--- config.mk ---
export PLATFORM = sky130hd
export DESIGN_NAME = uart_loader
export DESIGN_NICKNAME = d
export VERILOG_FILES = /design/src/rtl/uart_loader_pkg.sv /design/src/rtl/uart_word_packer.sv /design/src/rtl/uart_loader.sv
export SDC_FILE = /design/constraint.sdc
export NUM_CORES = 1
export LEC_CHECK = 0
export CORE_MARGIN = 2
export CORE_UTILIZATION = 52
export DETAILED_ROUTE_END_ITERATION = 8
export PLACE_DENSITY = 0.7
export SYNTH_ARGS = -nofsm -noshare
export SYNTH_HDL_FRONTEND = slang
export SYNTH_SLANG_ARGS = --single-unit
--- constraint.sdc ---
create_clock -name clk -period 5.45 [get_ports clk]
set_clock_uncertainty 0.05 [all_clocks]
set_input_delay 0.8175 -clock clk [delete_from_list [all_inputs] [get_ports clk]]
set_output_delay 0.8175 -clock clk [all_outputs]
set_load 0.02 [all_outputs]
--- src/rtl/uart_loader_pkg.sv ---
`default_nettype none
// ============================================================================
// Module      : uart_loader_pkg
// Description : Shared types and constants for the UART boot loader.
//               loader_state_t : frame parser states
//               C_SYNC_BYTE    : default frame header byte
// Revision    : 1.0 - initial release
// ============================================================================
package uart_loader_pkg;

    typedef enum logic [2:0] {
        IDLE    = 3'd0,
        CNT_LO  = 3'd1,
        CNT_HI  = 3'd2,
        ADDR_LO = 3'd3,
        ADDR_HI = 3'd4,
        DATA    = 3'd5,
        CSUM    = 3'd6
    } loader_state_t;

    localparam logic [7:0] C_SYNC_BYTE = 8'hA5;

endpackage
`default_nettype wire

--- src/rtl/uart_word_packer.sv ---
`default_nettype none
// ============================================================================
// Module      : uart_word_packer
// Description : Collects four bytes little-endian (first byte -> [7:0]) and
//               presents the finished word with a one-cycle valid pulse the
//               cycle after the fourth byte is accepted.
// Ports       : clk, rst            clock, async active-high reset
//               i_clr               return byte index to 0 (partial word dropped)
//               i_byte_dv, i_byte   byte strobe and data
//               o_last_byte         comb: current strobe completes a word
//               o_word_valid        registered 1-cycle word strobe
//               o_word              assembled word, held until the next one
// Revision    : 1.0 - initial release
// ============================================================================
module uart_word_packer (
    input  logic        clk,
    input  logic        rst,
    input  logic        i_clr,
    input  logic        i_byte_dv,
    input  logic [7:0]  i_byte,
    output logic        o_last_byte,
    output logic        o_word_valid,
    output logic [31:0] o_word
);

    logic [1:0]  r_idx;
    logic [23:0] r_shift;
    logic [31:0] r_word;
    logic        r_word_valid;

    assign o_last_byte  = i_byte_dv && !i_clr && (r_idx == 2'd3);
    assign o_word_valid = r_word_valid;
    assign o_word       = r_word;

    always_ff @(posedge clk or posedge rst) begin
        if (rst) begin
            r_idx        <= 2'd0;
            r_shift      <= 24'd0;
            r_word       <= 32'd0;
            r_word_valid <= 1'b0;
        end else begin
            r_word_valid <= 1'b0;
            if (i_clr) begin
                r_idx <= 2'd0;
            end else if (i_byte_dv) begin
                if (r_idx == 2'd3) begin
                    r_word       <= {i_byte, r_shift};
                    r_word_valid <= 1'b1;
                    r_idx        <= 2'd0;
                end else begin
                    r_shift[r_idx*8 +: 8] <= i_byte;
                    r_idx                 <= r_idx + 2'd1;
                end
            end
        end
    end

endmodule
`default_nettype wire

--- src/rtl/uart_loader.sv ---
`default_nettype none
// ============================================================================
// Module      : uart_loader
// Description : Parses boot-load frames from a UART byte stream
//               (SYNC, CNT_LO, CNT_HI, ADDR_LO, ADDR_HI, CNT*4 data, CSUM)
//               and writes 32-bit words into CPU memory while holding the
//               CPU in reset.
// Ports       : clk, rst              clock, async active-high reset
//               i_rx_data, i_rx_dv    received byte and 1-cycle strobe
//               o_mem_we/addr/wdata   memory write port (1-cycle strobe)
//               o_cpu_rst, o_busy     high while a frame is in flight
//               o_done, o_err         1-cycle result pulses
// Revision    : 1.0 - initial release
// ============================================================================
module uart_loader
    import uart_loader_pkg::*;
#(
    parameter int         ADDR_W       = 16,
    parameter int         TIMEOUT_CLKS = 43400,
    parameter logic [7:0] SYNC_BYTE    = C_SYNC_BYTE
) (
    input  logic              clk,
    input  logic              rst,
    input  logic [7:0]        i_rx_data,
    input  logic              i_rx_dv,
    output logic              o_mem_we,
    output logic [ADDR_W-1:0] o_mem_addr,
    output logic [31:0]       o_mem_wdata,
    output logic              o_cpu_rst,
    output logic              o_busy,
    output logic              o_done,
    output logic              o_err
);

    localparam int c_TMO_W = $clog2(TIMEOUT_CLKS + 1);

    loader_state_t     r_state, w_state_nxt;
    logic [15:0]       r_cnt;        // words still to be written
    logic [7:0]        r_addr_lo;
    logic [ADDR_W-1:0] r_word_addr;  // address of the word being assembled
    logic [7:0]        r_sum;
    logic [c_TMO_W-1:0] r_tmo;
    logic              r_busy, r_done, r_err;
    logic              w_timeout, w_last_byte;

    // Assembler is held clear outside DATA so every frame starts on byte 0.
    uart_word_packer u_packer (
        .clk          (clk),
        .rst          (rst),
        .i_clr        (r_state != DATA),
        .i_byte_dv    (i_rx_dv && (r_state == DATA)),
        .i_byte       (i_rx_data),
        .o_last_byte  (w_last_byte),
        .o_word_valid (o_mem_we),
        .o_word       (o_mem_wdata)
    );

    // The counter would reach TIMEOUT_CLKS on this edge.
    assign w_timeout = (r_state != IDLE) && !i_rx_dv &&
                       (r_tmo == c_TMO_W'(TIMEOUT_CLKS - 1));

    always_comb begin
        w_state_nxt = r_state;
        case (r_state)
            IDLE:    if (i_rx_dv && i_rx_data == SYNC_BYTE) w_state_nxt = CNT_LO;
            CNT_LO:  if (i_rx_dv) w_state_nxt = CNT_HI;
            CNT_HI:  if (i_rx_dv) w_state_nxt = ADDR_LO;
            ADDR_LO: if (i_rx_dv) w_state_nxt = ADDR_HI;
            ADDR_HI: if (i_rx_dv) w_state_nxt = (r_cnt == 16'd0) ? CSUM : DATA;
            DATA:    if (w_last_byte && r_cnt == 16'd1) w_state_nxt = CSUM;
            CSUM:    if (i_rx_dv) w_state_nxt = IDLE;
            default: w_state_nxt = IDLE;
        endcase
        if (w_timeout) w_state_nxt = IDLE;
    end

    always_ff @(posedge clk or posedge rst) begin
        if (rst) begin
            r_state     <= IDLE;
            r_cnt       <= 16'd0;
            r_addr_lo   <= 8'd0;
            r_word_addr <= '0;
            r_sum       <= 8'd0;
            r_tmo       <= '0;
            r_busy      <= 1'b0;
            r_done      <= 1'b0;
            r_err       <= 1'b0;
        end else begin
            r_state <= w_state_nxt;
            r_busy  <= (w_state_nxt != IDLE);
            r_done  <= 1'b0;
            r_err   <= w_timeout;

            if (r_state == IDLE || i_rx_dv) r_tmo <= '0;
            else                            r_tmo <= r_tmo + c_TMO_W'(1);

            // Word address advances as each write is presented.
            if (o_mem_we) r_word_addr <= r_word_addr + ADDR_W'(1);

            if (i_rx_dv) begin
                case (r_state)
                    IDLE:    r_sum <= 8'd0;
                    CNT_LO:  begin r_cnt[7:0]  <= i_rx_data; r_sum <= r_sum + i_rx_data; end
                    CNT_HI:  begin r_cnt[15:8] <= i_rx_data; r_sum <= r_sum + i_rx_data; end
                    ADDR_LO: begin r_addr_lo   <= i_rx_data; r_sum <= r_sum + i_rx_data; end
                    ADDR_HI: begin
                        r_word_addr <= ADDR_W'({i_rx_data, r_addr_lo});
                        r_sum       <= r_sum + i_rx_data;
                    end
                    DATA: begin
                        r_sum <= r_sum + i_rx_data;
                        if (w_last_byte) r_cnt <= r_cnt - 16'd1;
                    end
                    CSUM: begin
                        r_done <= (i_rx_data == r_sum);
                        r_err  <= (i_rx_data != r_sum);
                    end
                    default: ;
                endcase
            end
        end
    end

    assign o_mem_addr = r_word_addr;
    assign o_busy     = r_busy;
    assign o_cpu_rst  = r_busy;
    assign o_done     = r_done;
    assign o_err      = r_err;

endmodule
`default_nettype wire

Word level (Yosys, flattened, before mapping) --
Cells that the tools add are included. Widths: inputs -> output; s select.
Word-level totals: register bits 129
Operators by class: add/subtract/negate cells 6, equality and inequality tests 14, shift operators 2, multiplexer cells 29, bitwise gates (word level) 2, reduce and logical (&&, ||, !) cells 25
Operators by type and width (count):
- $mux 16 | 5
- $pmux 8 s2 | 3
- $neg 5->34 | 1
- $shift 8x34->24 const A | 1
- $shiftx 8x34->24 | 1
- $add 16x1->16 const B | 2
- $bwmux 24 | 1
- $mux 3 | 8
- $pmux 3 s7 | 1
- $eq 16x1->1 const B | 1
- $eq 16x16->1 const B | 1
- $logic_not 16->1 | 1
- $sub 16x1->16 const B | 1
- $reduce_and 3->1 | 4
- $eq 3x3->1 const B | 3
- $add 8x8->8 | 1
- $eq 8x8->1 | 1
- $eq 8x8->1 const B | 1
- $mux 2 | 4
- $ne 8x8->1 | 1
- $reduce_bool 2->1 | 4
- $logic_and 1x1->1 | 7
- $mux 1 | 7
- $eq 3x2->1 const B | 2
- other kinds (12) | 16

Longest topological paths before layout --
depth after elaboration 9, mapped depth 8, gate-level depth less buffers 7

Hierarchy --
Synthesis repeated with hierarchy kept, for this count alone.
Second synthesis, totals: cell total of the unflattened synthesis 644, area, all modules 6299.8 µm²
Modules (own cells, without submodules):
- uart_loader | instances 1, cells an instance 430, area an instance 3968.8 µm², seq. area each 1751.7 µm²
- uart_word_packer | instances 1, cells an instance 214, area an instance 2331.0 µm², seq. area each 1476.4 µm²

Least setup slack after synthesis --
No wires, ideal clock.
path type input to register, start point input port i_rx_data[0], end point register r_sum[6], library setup time 0.127 ns, data arrival time 2.069 ns, required time 5.273 ns, slack 3.204 ns, stages on the path 7, buffers on the path 0, path through ha_1 -> fa_1 -> a21o_1 -> a21oi_1 -> o21bai_1 -> mux2i_1 -> nand3_1
On the way: longest elaborated chain between the ends 2
Ends and longest elaborated chain:
- start, declared | line uart_loader.sv:24 | input logic [7:0] i_rx_data,
- $add 8x8->8
- $pmux 8 s2 | line uart_loader.sv:101 | case (r_state)
- end signal, assigned | line uart_loader.sv:103 | CNT_LO: begin r_cnt[7:0] <= i_rx_data; r_sum <= r_sum + i_rx_data; end
- end signal, assigned | line uart_loader.sv:104 | CNT_HI: begin r_cnt[15:8] <= i_rx_data; r_sum <= r_sum + i_rx_data; end
- end signal, assigned | line uart_loader.sv:105 | ADDR_LO: begin r_addr_lo <= i_rx_data; r_sum <= r_sum + i_rx_data; end
- end, declared | line uart_loader.sv:41 | logic [7:0] r_sum;
Every way passes these cells. A chain may end at the register's enable or synchronous reset.

Worst setup path after layout --
start point register r_state[0], end point register u_packer.r_word[26], in the netlist u_packer.o_word[26]
On the way: longest elaborated chain between the ends 3, elaborated cells between the ends (all ways) 5
Ends and longest elaborated chain:
- start, declared | line uart_loader.sv:37 | loader_state_t r_state, w_state_nxt;
- start signal, assigned | line uart_loader.sv:89 | r_state <= w_state_nxt;
- $eq 3x3->1 / $ne 3x3->1 (equally long branches) | line uart_loader.sv:51, uart_loader.sv:50
- $logic_and 1x1->1 / $not 1->1 (equally long branches)
- $reduce_and 3->1 (no source line) *
- end signal, assigned | line uart_word_packer.sv:47 | r_word <= {i_byte, r_shift};
- end, declared | line uart_word_packer.sv:28 | logic [31:0] r_word;
Every way passes the cells marked *; elsewhere a longest branch is shown, timed or not.

==> metrics.yaml <==
status:
  status: "finished clean"
final_layout:
  finalNetCount: 755
  layout_commonest_cell: "nand2_1"
  drive_gt1_share_pct: 8.931
  area_delta_synth_final_pct: 19.90
  antenna_cells: 0
  fillers: 1021
  final_cell_mix: "nand2_1, dfrtp_1, clkdlybuf4s50_1, o21ai_0, nor2_1"
grt:
  grt_pass1_wl_um: 24580
  grt_pass1_vias: 4948
  antenna_found_initial: 0
  grt_max_degree: 56
  grt_usage_pct: 24.04
  grt_remaining_overflow: 0
die:
  num_rows: 40
  start_util_pct: 53.03
  die_w_um: 114.5
  dieArea_um2: 13100
  core_region_area_um2: 11960
  pin_count: 64
  die_height_um: 114.5
clocking:
  cts_buffer_depth: 2
  clkTransAtPathRegs_ns: 0.06
  cts_tree: "built"
  cts_root_buf: "clkbuf_16"
  clock_sink_count: 129
  cts_max_level: 4
  postCtsResizedCells: 0
  cts_buffers: 17
  insertion_delay_ns: 0.42
  cts_setup_buffers: 0
  cts.hold.buffers_added: 0
detailed_routing:
  wl_per_cell_um: 16.40
  remaining_drc_errors: 0
  num_vias: 5035
  ant_nets: 0
  via_per_inst: 5.683
  drt-initial-drc-count: 352
  first_pass_iters: 5
  wirelength_um: 14530
synth:
  syn_nets: 703
  synthMuxAreaShare_pct: 3.471
  synth_top_family_by_area: "simple AND/OR/NAND/NOR gates"
  yosys.area_share.simple_pct: 22.52
  synth_compound_area_share_pct: 12.45
  syn_area_per_cell_um2: 9.412
  async_reset_ff_share_pct: 100.0
  synth.area.top_cells: "dfrtp_1, nand2_1, o21ai_0"
  synth_fa_ha_area_share_pct: 3.669
  yosysWarnings: 0
  yosysSeqAreaShare_pct: 50.89
  syn_inst: 674
  synth-xor-area-share_pct: 3.866
  synth-seq-cells: 129
  synth.distinct_cells: 63
  yosysTopAreaCellShare_pct: 50.89
  synth_ff_type: "dfrtp_1"
  synth_area_um2: 6344
  synth_edf_count: 0
  synth_top_area_cell: "dfrtp_1"
setup_path:
  path_class: "reg2reg"
  critPathRequiredTime_ns: 5.70
  rr_worst_depth: 5
  r2r_setup_slack_ns: 2.02
  worstPathArrival_ns: 3.68
  critPathLaunchType: "flop"
  crit_path_end_kind: "flop"
  r2r_end: "u_packer.o_word[26]$_DFFE_PP0P_"
  crit_path_max_fanout: 26
  reg2reg_from: "r_state[0]$_DFF_PP0_"
power:
  power_density_nw_per_um2: 450.4
  ir_worst_vdd_uv: 203.9
  leakagePower_nw: 3.330
  finalPower_mw: 3.425
place:
  routabilityCongestion: 0.8465
  io_buffers: 63
  dp_hpwl_um: 9716
min_path:
  min-delay-start: "r_tmo[0]$_DFF_PP0_"
  min_path_type: "reg2reg"
  min_path_cells: 1
  worstHoldEndpoint: "r_tmo[0]$_DFF_PP0_"
timing:
  relSlewSlack_pct: 39.93
  rsz0062_at_grt: "no"
  setup_viol: 0
  max_freq_ghz: 0.2911
  setup_tns_ns: 0
  hold_viol: 0
  worstMarginPinSlew_ns: 0.8991
  slew_viol_final: 0
  fin_crit_sh_pct: 63.02
  period_minus_slack_ns: 3.435
job:
  maxCapViolations: 0
synthesized netlist by cell type, types with 2 or more instances:
master / instances
inv_1: 12
xor2_1: 13
nor3b_1: 6
ha_1: 17
and4b_1: 2
and3_1: 6
dfrtp_1: 129
nand3_1: 19
o2bb2ai_1: 2
and2_1: 3
xnor2_1: 15
buf_1: 2
nor3_1: 19
or3_1: 8
clkbuf_1: 16
o21ba_2: 4
o21ai_0: 59
and3b_1: 2
buf_2: 14
a21oi_1: 21
nor4_1: 3
a31oi_1: 5
mux2_2: 16
nor2_1: 41
a21o_1: 3
o22a_1: 9
mux2i_1: 4
o21bai_1: 3
nand2_1: 166
a211oi_1: 2
nand4_1: 15
a22o_1: 3
a22oi_1: 3
o211ai_1: 2
nand2b_1: 2
metrics by stage:
step | std cells | utilization [%] | hold slack [ns] | cell area (um^2) | setup WS (ns)
2_1_floorplan | 674 | - | 0.3829 | 6344 | 1.142
5_1_grt | 886 | 63.59 | 0.4381 | 7606 | 1.615
3_3_place_gp | 854 | 58.93 | 0.3982 | 7049 | 1.839
3_5_place_dp | 854 | 58.93 | 0.4069 | 7049 | 1.693
4_1_cts | 886 | 63.59 | 0.4147 | 7606 | 1.960
6_report | 886 | 63.59 | 0.4066 | 7606 | 2.015
metal layers:
| metal | track usage (%) | part of all wire (%) | up-vias |
|---|---|---|---|
| met3 | 4.976 | 5.4 | 18 |
| met5 | 0 | 0 | - |
| met4 | 8.537 | 1.4 | 0 |
| met1 | 31.97 | 44 | 2461 |
| met2 | 39.25 | 49 | 121 |
| li1 | - | - | 2435 |
flip-flops by register name, summed over array words and instances (netlist names):
signal,cells
u_packer.o_word,32
u_packer.r_shift,24
o_mem_addr,16
r_cnt,16
r_tmo,16
r_addr_lo,8
r_sum,8
r_state,3
u_packer.r_idx,2
o_busy,1
o_done,1
o_err,1
u_packer.o_word_valid,1
worst max-delay path: stages (launching register included):
cell and delay (ns):
dfrtp_1 0.64, and3b_1 0.74, nand3_2 0.57, inv_1 0.60, buf_4 0.33, mux2_2 0.37
power by group:
part / leakage (nW) / switching (mW) / internal [mW]
sequential: 1.70 / 0.246 / 1.17
combinational: 1.36 / 0.505 / 0.439
clock: 0.262 / 0.422 / 0.638
total: 3.33 / 1.17 / 2.25
logic make-up after synthesis:
family	after synthesis
XOR/XNOR	28
AO/OA/AOI/OAI	127
buffers and inverters	47
adder cells (fa/ha/maj)	18
multiplexers	20
AND/OR/NAND/NOR	305
flip-flops	129
cell type report:
cell class                 instances  area [um^2]  area share [%]
clock buffer                      20        446.7           5.873
clock inverter                    12        110.1           1.448
inverter                          13        51.30          0.6745
multi-input combinational        498         2925           38.46
sequential                       129         3228           42.44
tap                              147        183.9           2.418
timing repair buffer              67        660.6           8.686
worst max path at each step:
stage,start,end,slack [ns],cells past startpoint
floorplan,rst,o_busy$_DFF_PP0_,1.14,1
global placement,i_rx_dv,u_packer.o_word[25]$_DFFE_PP0P_,1.84,5
detailed placement,i_rx_dv,u_packer.o_word[25]$_DFFE_PP0P_,1.69,5
CTS,r_state[0]$_DFF_PP0_,u_packer.o_word[26]$_DFFE_PP0P_,1.96,5
global route,r_state[0]$_DFF_PP0_,u_packer.o_word[26]$_DFFE_PP0P_,1.61,5
finish,r_state[0]$_DFF_PP0_,u_packer.o_word[26]$_DFFE_PP0P_,2.02,5
Note: power is estimated with default switching activity, not from simulation.
